===== src/rtl/quadrature_generator.sv =====
// Quadrature step generator: continuous (RUN) or counted (BURST) A/B phase stepping with a modulo-CPR position.
// Optional index pulse on each step that lands on pos 0, built only when QUAD_INDEX_EN is defined.
module quadrature_generator #(
  parameter int DIV_W  = 16,
  parameter int STEP_W = 16,
  parameter int CPR    = 1024,
  parameter int POS_W  = 16
) (
  input  logic              clk,
  input  logic              rst,
  input  logic              run,
  input  logic              start,
  input  logic [STEP_W-1:0] steps,
  input  logic              dir,
  input  logic [DIV_W-1:0]  div,
  output logic              phs_0,
  output logic              phs_90,
  output logic [POS_W-1:0]  pos,
  output logic              idx,
  output logic              busy,
  output logic              done,
  output logic [1:0]        state_o
);

  typedef enum logic [1:0] {
    S_IDLE  = 2'd0,
    S_RUN   = 2'd1,
    S_BURST = 2'd2
  } state_t;

  localparam logic [POS_W-1:0] POS_MAX = POS_W'(CPR - 1);

  state_t              state_q, state_d;
  logic [DIV_W-1:0]    div_q, div_d;
  logic [DIV_W-1:0]    presc_q, presc_d;
  logic                dir_q, dir_d;
  logic [STEP_W-1:0]   rem_q, rem_d;
  logic                phs0_q, phs0_d;
  logic                phs90_q, phs90_d;
  logic [POS_W-1:0]    pos_q, pos_d;
  logic                done_q, done_d;
  logic                step;
  logic [POS_W-1:0]    pos_step;
  logic                phs0_step, phs90_step;
  logic                at_period;

  // Gray stepping: forward toggles phs_0 when the phases agree, phs_90 otherwise; reverse swaps the roles.
  always_comb begin
    phs0_step  = phs0_q;
    phs90_step = phs90_q;
    if ((phs0_q == phs90_q) ^ dir_q) phs0_step  = ~phs0_q;
    else                             phs90_step = ~phs90_q;
    if (!dir_q) pos_step = (pos_q == POS_MAX) ? '0 : pos_q + POS_W'(1);
    else        pos_step = (pos_q == '0) ? POS_MAX : pos_q - POS_W'(1);
  end

  assign at_period = (presc_q == div_q);

  always_comb begin
    state_d = state_q;
    div_d   = div_q;
    presc_d = presc_q;
    dir_d   = dir_q;
    rem_d   = rem_q;
    phs0_d  = phs0_q;
    phs90_d = phs90_q;
    pos_d   = pos_q;
    done_d  = 1'b0;
    step    = 1'b0;
    unique case (state_q)
      S_IDLE: begin
        if (start || run) begin
          state_d = start ? S_BURST : S_RUN;
          dir_d   = dir;
          div_d   = div;
          presc_d = '0;
          if (start) rem_d = steps;
        end
      end
      S_RUN: begin
        if (!run) begin
          state_d = S_IDLE;
        end else if (at_period) begin
          step    = 1'b1;
          presc_d = '0;
        end else begin
          presc_d = presc_q + DIV_W'(1);
        end
      end
      S_BURST: begin
        if (rem_q == '0) begin
          state_d = S_IDLE;
          done_d  = 1'b1;
        end else if (at_period) begin
          step    = 1'b1;
          presc_d = '0;
          rem_d   = rem_q - STEP_W'(1);
          if (rem_q == STEP_W'(1)) begin
            state_d = S_IDLE;
            done_d  = 1'b1;
          end
        end else begin
          presc_d = presc_q + DIV_W'(1);
        end
      end
      default: state_d = S_IDLE;
    endcase
    if (step) begin
      phs0_d  = phs0_step;
      phs90_d = phs90_step;
      pos_d   = pos_step;
    end
  end

  always_ff @(posedge clk) begin
    if (rst) begin
      state_q <= S_IDLE;
      div_q   <= '0;
      presc_q <= '0;
      dir_q   <= 1'b0;
      rem_q   <= '0;
      phs0_q  <= 1'b0;
      phs90_q <= 1'b0;
      pos_q   <= '0;
      done_q  <= 1'b0;
    end else begin
      state_q <= state_d;
      div_q   <= div_d;
      presc_q <= presc_d;
      dir_q   <= dir_d;
      rem_q   <= rem_d;
      phs0_q  <= phs0_d;
      phs90_q <= phs90_d;
      pos_q   <= pos_d;
      done_q  <= done_d;
    end
  end

`ifdef QUAD_INDEX_EN
  logic idx_q;
  always_ff @(posedge clk) begin
    if (rst) idx_q <= 1'b0;
    else     idx_q <= step && (pos_step == '0);
  end
  assign idx = idx_q;
`else
  assign idx = 1'b0;
`endif

  assign phs_0   = phs0_q;
  assign phs_90  = phs90_q;
  assign pos     = pos_q;
  assign busy    = (state_q != S_IDLE);
  assign done    = done_q;
  assign state_o = state_q;

endmodule


===== config.mk =====
export PLATFORM = sky130hd
export DESIGN_NAME = quadrature_generator
export DESIGN_NICKNAME = d
export VERILOG_FILES = /design/src/rtl/quadrature_generator.sv
export SDC_FILE = /design/constraint.sdc
export NUM_CORES = 1
export LEC_CHECK = 0
export CELL_PAD_IN_SITES_DETAIL_PLACEMENT = 0
export CELL_PAD_IN_SITES_GLOBAL_PLACEMENT = 2
export CORE_MARGIN = 4
export CORE_UTILIZATION = 34
export DETAILED_ROUTE_END_ITERATION = 6
export PLACE_DENSITY = 0.86
export SLEW_MARGIN = 20
export SYNTH_ARGS = -nofsm -noshare
export SYNTH_HDL_FRONTEND = slang
export SYNTH_SLANG_ARGS = --single-unit

===== constraint.sdc =====
create_clock -name clk -period 4.45 [get_ports clk]
set_clock_uncertainty 0.15 [all_clocks]
set_input_delay 0.6675 -clock clk [delete_from_list [all_inputs] [get_ports clk]]
set_output_delay 0.6675 -clock clk [all_outputs]
set_load 0.05 [all_outputs]

# Yosys cells after proc, flatten, opt, wreduce, memory -nomap -nowiden
# Cells that the tools add are included.
[classes]
mux = 27
eq_ne = 14
reduce_logical = 14
add_sub_neg = 4
n_bitwise = 5
[op_table]
columns = ["op", "count"]
rows = [
  ["16-bit 2-to-1 mux", 11],
  ["16-bit case mux with 3 select lines", 1],
  ["16-bit by 1-bit adder with 16-bit output, second input constant", 2],
  ["16-bit logical NOT", 2],
  ["16-bit case mux with 2 select lines", 1],
  ["16-bit by 1-bit subtractor with 16-bit output, second input constant", 2],
  ["16-bit by 1-bit == test with 1-bit output, second input constant", 1],
  ["16-bit by 10-bit == test with 1-bit output, second input constant", 1],
  ["16-bit == test", 1],
  ["2-bit 2-to-1 mux", 6],
  ["2-bit inequality test, second input constant", 6],
  ["4-bit AND reduction", 2],
  ["1-bit 2-to-1 mux", 6],
  ["3-bit inequality test, second input constant", 2],
  ["2-bit case mux with 3 select lines", 1],
  ["2-bit AND reduction", 3],
  ["5-bit AND reduction", 1],
  ["1-bit inverter", 4],
  ["2-bit nonzero test", 2],
  ["3-bit nonzero test", 1],
  ["2-bit by 1-bit == test with 1-bit output, second input constant", 1],
  ["2-bit == test, second input constant", 1],
  ["2-bit logical NOT", 1],
  ["1-bit case mux with 2 select lines", 1],
  ["4 further kinds", 4],
]
[word_totals]
output_inout_bits = 23
register_bits = 70
wordCells = 73
in_bits = 37

# Logic depth before layout (Yosys ltp)
[depth]
depth_word = 5
mapped_depth = 10
depth_no_buf = 8

# Worst setup path before layout
# Ideal clock, no wire load.
[synth_timing]
path_type = "flip-flop to flip-flop"
from = "reg pos_q[6] (netlist: pos[6])"
to = "reg pos_q[9] (netlist: pos[9])"
t_required_ns = 4.180
setup_ns = 0.120
stages_incl_launch_ff = 8
n_path_buf = 1
slack_ns = 1.970
synth_period_minus_slack_ns = 2.480
t_arrival_ns = 2.210
cell_sequence = "dfxtp_1 -> clkbuf_1 -> and4_1 -> nand3_1 -> o21ai_2 -> a2bb2oi_1 -> a21oi_1 -> o31a_1"
[synth_via]
elab_chain_cells = 3
elab_cells_between_ends = 7
cone_classes = "add/sub (2); eq/ne (1); mux (3); reduce/logical (1)"
[synth_rtl]
columns = ["element", "line_no", "source"]
rows = [
  ["start: declaration", "40", "logic [POS_W-1:0] pos_q, pos_d;"],
  ["start signal: assignment", "134", "pos_q <= pos_d;"],
  ["16-bit by 1-bit adder with 16-bit output (tied with other cells)", "53", "if (!dir_q) pos_step = (pos_q == POS_MAX) ? '0 : pos_q + POS_W'(1);"],
  ["16-bit 2-to-1 mux (on tied branches)", "53, 54", ""],
  ["16-bit 2-to-1 mux (*)", "53", ""],
]
# Mark *: on every way between the ends. The rest lies on a longest branch, timed or not.
# A chain may end at the register's enable or synchronous reset.

# Final worst setup path
[layout_timing]
from = "reg state_q[0] (netlist: state_o[0])"
to = "reg rem_q[14]"
[layout_via]
elab_chain_cells = 3
elab_cells_between_ends = 9
cone_classes = "eq/ne (5); mux (1); reduce/logical (3)"
[layout_rtl]
columns = ["element", "line_no", "source"]
rows = [
  ["start: declaration", "33", "state_t state_q, state_d;"],
  ["start signal: assignment", "127", "state_q <= state_d;"],
  ["2-bit == test / 2-bit logical NOT (equally long branches)", "70", "unique case (state_q)"],
  ["2-bit inequality test (no source line) / 2-bit nonzero test (equally long branches)", "n/a", ""],
  ["5-bit AND reduction (no source line)", "n/a", ""],
  ["end signal: assignment", "131", "rem_q <= rem_d;"],
  ["end: declaration", "37", "logic [STEP_W-1:0] rem_q, rem_d;"],
]
# Parallel ways exist; a longest one is shown, timed or not.

==> summary.md <==
| Metric | Value |
|---|---|
| Critical Path Stages | 8 |
| First-pass GRT wire length | 20.8 mm |
| Max Buffers Root-to-Sink | 2 |
| GRT Util Overall | 17.6% |
| Layout Nets | 647 |
| Critical Path RT | 4.50 ns |
| Worst r2r dst | rem_q[14] |
| Worst Path Arrival | 3.06 ns |
| Design area | 5230 um2 |
| Post-DP Area | 4920 um2 |
| Drt initial violations | 287 |
| Largest net degree at the start of global routing | 38 |
| DPL Wire Length | 8.68 mm |
| FF-to-FF Start | state_o[0] |
| Die width | 120 um |
| Fmax | 0.333 GHz |
| VDD IR max | 0.211 mV |
| Share of the synthesized area in the top cell type | 32.9% |
| GRT overflow | 0 |
| Leak pwr | 1.73 nW |
| WHS | 0.319 ns |
| Sink Count | 70 |
| Synth Flop Type | dfxtp_1 |
| Worst hold path class | reg -> reg |
| Slew Viols, Final | 0 |
| Core Footprint | 12200 um2 |
| Vias/cell | 5.45 |
| H-tree depth | 3 |
| Total CTS buffers | 9 |
| Layout cells sized above 1 | 5.62% |
| Maxcap violations | 0 |
| Fraction of registers with async set/reset | 0% |
| Critical path class | reg -> reg |
| R2R cell count | 8 |
| R2R Setup Slk | 1.45 ns |
| Clock transition at path regs | 0.06 ns |
| Slew of the pin with the lowest slew margin | 0.848 ns |
| Worst-path fanout max | 30 |
| Die area | 14400 um2 |
| Routed Antenna Nets | 0 |
| Outcome | finished, final reports clean |
| Netlist Area Pre-Place | 4260 um2 |
| CP Cell Sequence | inv_1, ha_1, inv_1, buf_4, o21ai_1, nand3_1, o311ai_0, o21ai_1 |
| Cell Pwr Density | 418 nW/um2 |
| Synth warn | 0 |
| Mapped Avg Cell Area | 7.57 um2 |
| Vert. Die Dim | 120 um |
| WL/cell | 15.8 um |
| Drt drc | 0 |
| Worst-skew pair later-pin latency | 0.33 ns |
| End of the critical path | rem_q[14] |
| Boundary pin count | 60 |
| DRT Pass-1 Iters | 4 |
| Area growth from synthesis to layout | 22.6% |
| Sequential area share after synthesis | 32.9% |
| CP Buf/Inv Count | 3 |
| Critical path launch point type | register |
| CTS tree | yes |
| Ant. Diodes | 0 |
| Hold Vio Cnt, Final | 0 |
| Vias in the first global route | 4092 |
| Area contributors post-synth | dfxtp_1, xnor2_1, a21oi_1 |
| WL final | 12.2 mm |
| Final period util | 67.4% |
| Starting Density | 35.1% |
| Port bufs | 58 |
| Unrepaired setup endpoints after global routing | no |
| Post-CTS Hold Buffers | 0 |
| Routed vias | 4210 |
| Rel. slew slack | 43.2% |
| CTS resizes | 0 |
| # setup viols final | 0 |
| Antenna violations before repair | 0 |
| Cell variety after synth | 60 |
| Max incr delay on CP | 0.52 ns |
| Postcts setup bufs | 0 |
| CP startpoint | state_o[0] |
| #FFs+latches synth | 70 |
| Number of enable flip-flop cells after synthesis | 0 |
| Syn Inst Count | 563 |
| Post-Synthesis Net Count | 610 |
| Crit end category | register |
| Post-route setup TNS | 0 ns |
| Kind of cell adding the most delay to the critical path | compound AO/OA/AOI/OAI gates |
| Fin crit period | 3.00 ns |
| Global placer's final weighted congestion | 0.853 |
| Most area-hungry cell type in the Yosys netlist | dfxtp_1 |
| Slowest-stage cell, CP | o21ai_1 |
| CTS root buf | clkbuf_16 |
| Row count | 40 |
[layer usage]
metal  track usage, %  routed length, um  share of wire [%]  up-vias
li1                 -                  -                  -     2125
met1             23.8               5970                 49     1980
met2             28.1               5590                 46       93
met3             3.86                498                4.1       12
met4             5.08                163                1.3        0
met5                0                  0                  0        -
[report_power, final]
part / switching [W] / internal, W / leakage (nW) / total, W
sequential: 0.0000651 / 0.000691 / 0.570 / 0.000756
clock: 0.000287 / 0.000438 / 0.136 / 0.000724
combinational: 0.000457 / 0.000245 / 1.03 / 0.000702
total: 0.000809 / 0.00137 / 1.73 / 0.00218
[placed cells by master, fill, tap and decap left out, types with 10 or more instances in the layout]
master / instances
nand3_1: 18
xnor2_1: 32
a21oi_1: 49
nand2_1: 63
nor4_1: 13
nor3_1: 26
dfxtp_1: 70
nor2_1: 48
o21ai_0: 28
ha_1: 10
inv_1: 23
clkdlybuf4s50_1: 57
nand4_1: 21
[final cells by class]
class	count	area [um2]
clock inverter	6	70.1
sequential	70	1400
inverter	23	86.3
fill	1263	6940
tap	168	210
multi-input combinational	432	2610
timing repair buffer	64	621
clock buffer	10	229
[sequential cells by signal, indices dropped and copies added (netlist names)]
signal and flops:
state_o 2, rem_q 16, phs_90 1, phs_0 1, done 1, div_q 16
presc_q 16, dir_q 1, pos 16
[synthesized netlist by cell type, drive strengths merged (5+ instances only)]
| library cell | count |
|---|---|
| nand3 | 18 |
| inv | 23 |
| nor2 | 49 |
| o31ai | 6 |
| nor3 | 26 |
| dfxtp | 70 |
| a211oi | 8 |
| nand4 | 21 |
| clkbuf | 25 |
| xnor2 | 32 |
| a311oi | 5 |
| buf | 13 |
| a31oi | 7 |
| nor4 | 16 |
| ha | 10 |
| nor2b | 6 |
| nand2b | 6 |
| mux2i | 5 |
| o311ai | 6 |
| o22ai | 7 |
| nand2 | 63 |
| a21oi | 50 |
| o21ai | 38 |
[through the flow]
step	cells	utilization (%)	worst slack (ns)	power, W
after floorplan	563	-	1.97	0.00127
after global placement	757	40.5	1.58	0.00146
after detailed placement	757	40.5	1.47	0.00147
after CTS	773	43.0	1.45	0.00220
after global routing	773	43.0	1.12	0.00231
final	773	43.0	1.45	0.00218
[how the worst min path moves through the flow]
stage / cells past startpoint / from / end
3_5_place_dp: 2 / rem_q[10] / rem_q[10]
4_1_cts: 2 / rem_q[10] / rem_q[10]
3_3_place_gp: 2 / rem_q[10] / rem_q[10]
5_1_grt: 2 / div_q[10] / div_q[10]
2_1_floorplan: 2 / rem_q[10] / rem_q[10]
6_report: 2 / rem_q[10] / rem_q[10]
[cell families after synthesis]
group	share of synthesized area (%)
DFF	32.9
other	0.0880
AOI/OAI and AO/OA	22.9
and+or+nand+nor	27.0
adders and majority gates	2.94
xor gates and xnor gates	6.78
muxes	1.44
buffers and inverters	5.99
[tightest hold or removal path: stages (launching register included)]
cell and delay [ns]:
dfxtp_1 0.31, nand2_1 0.06, o22ai_1 0.05
(Power assumes the default switching activity.)
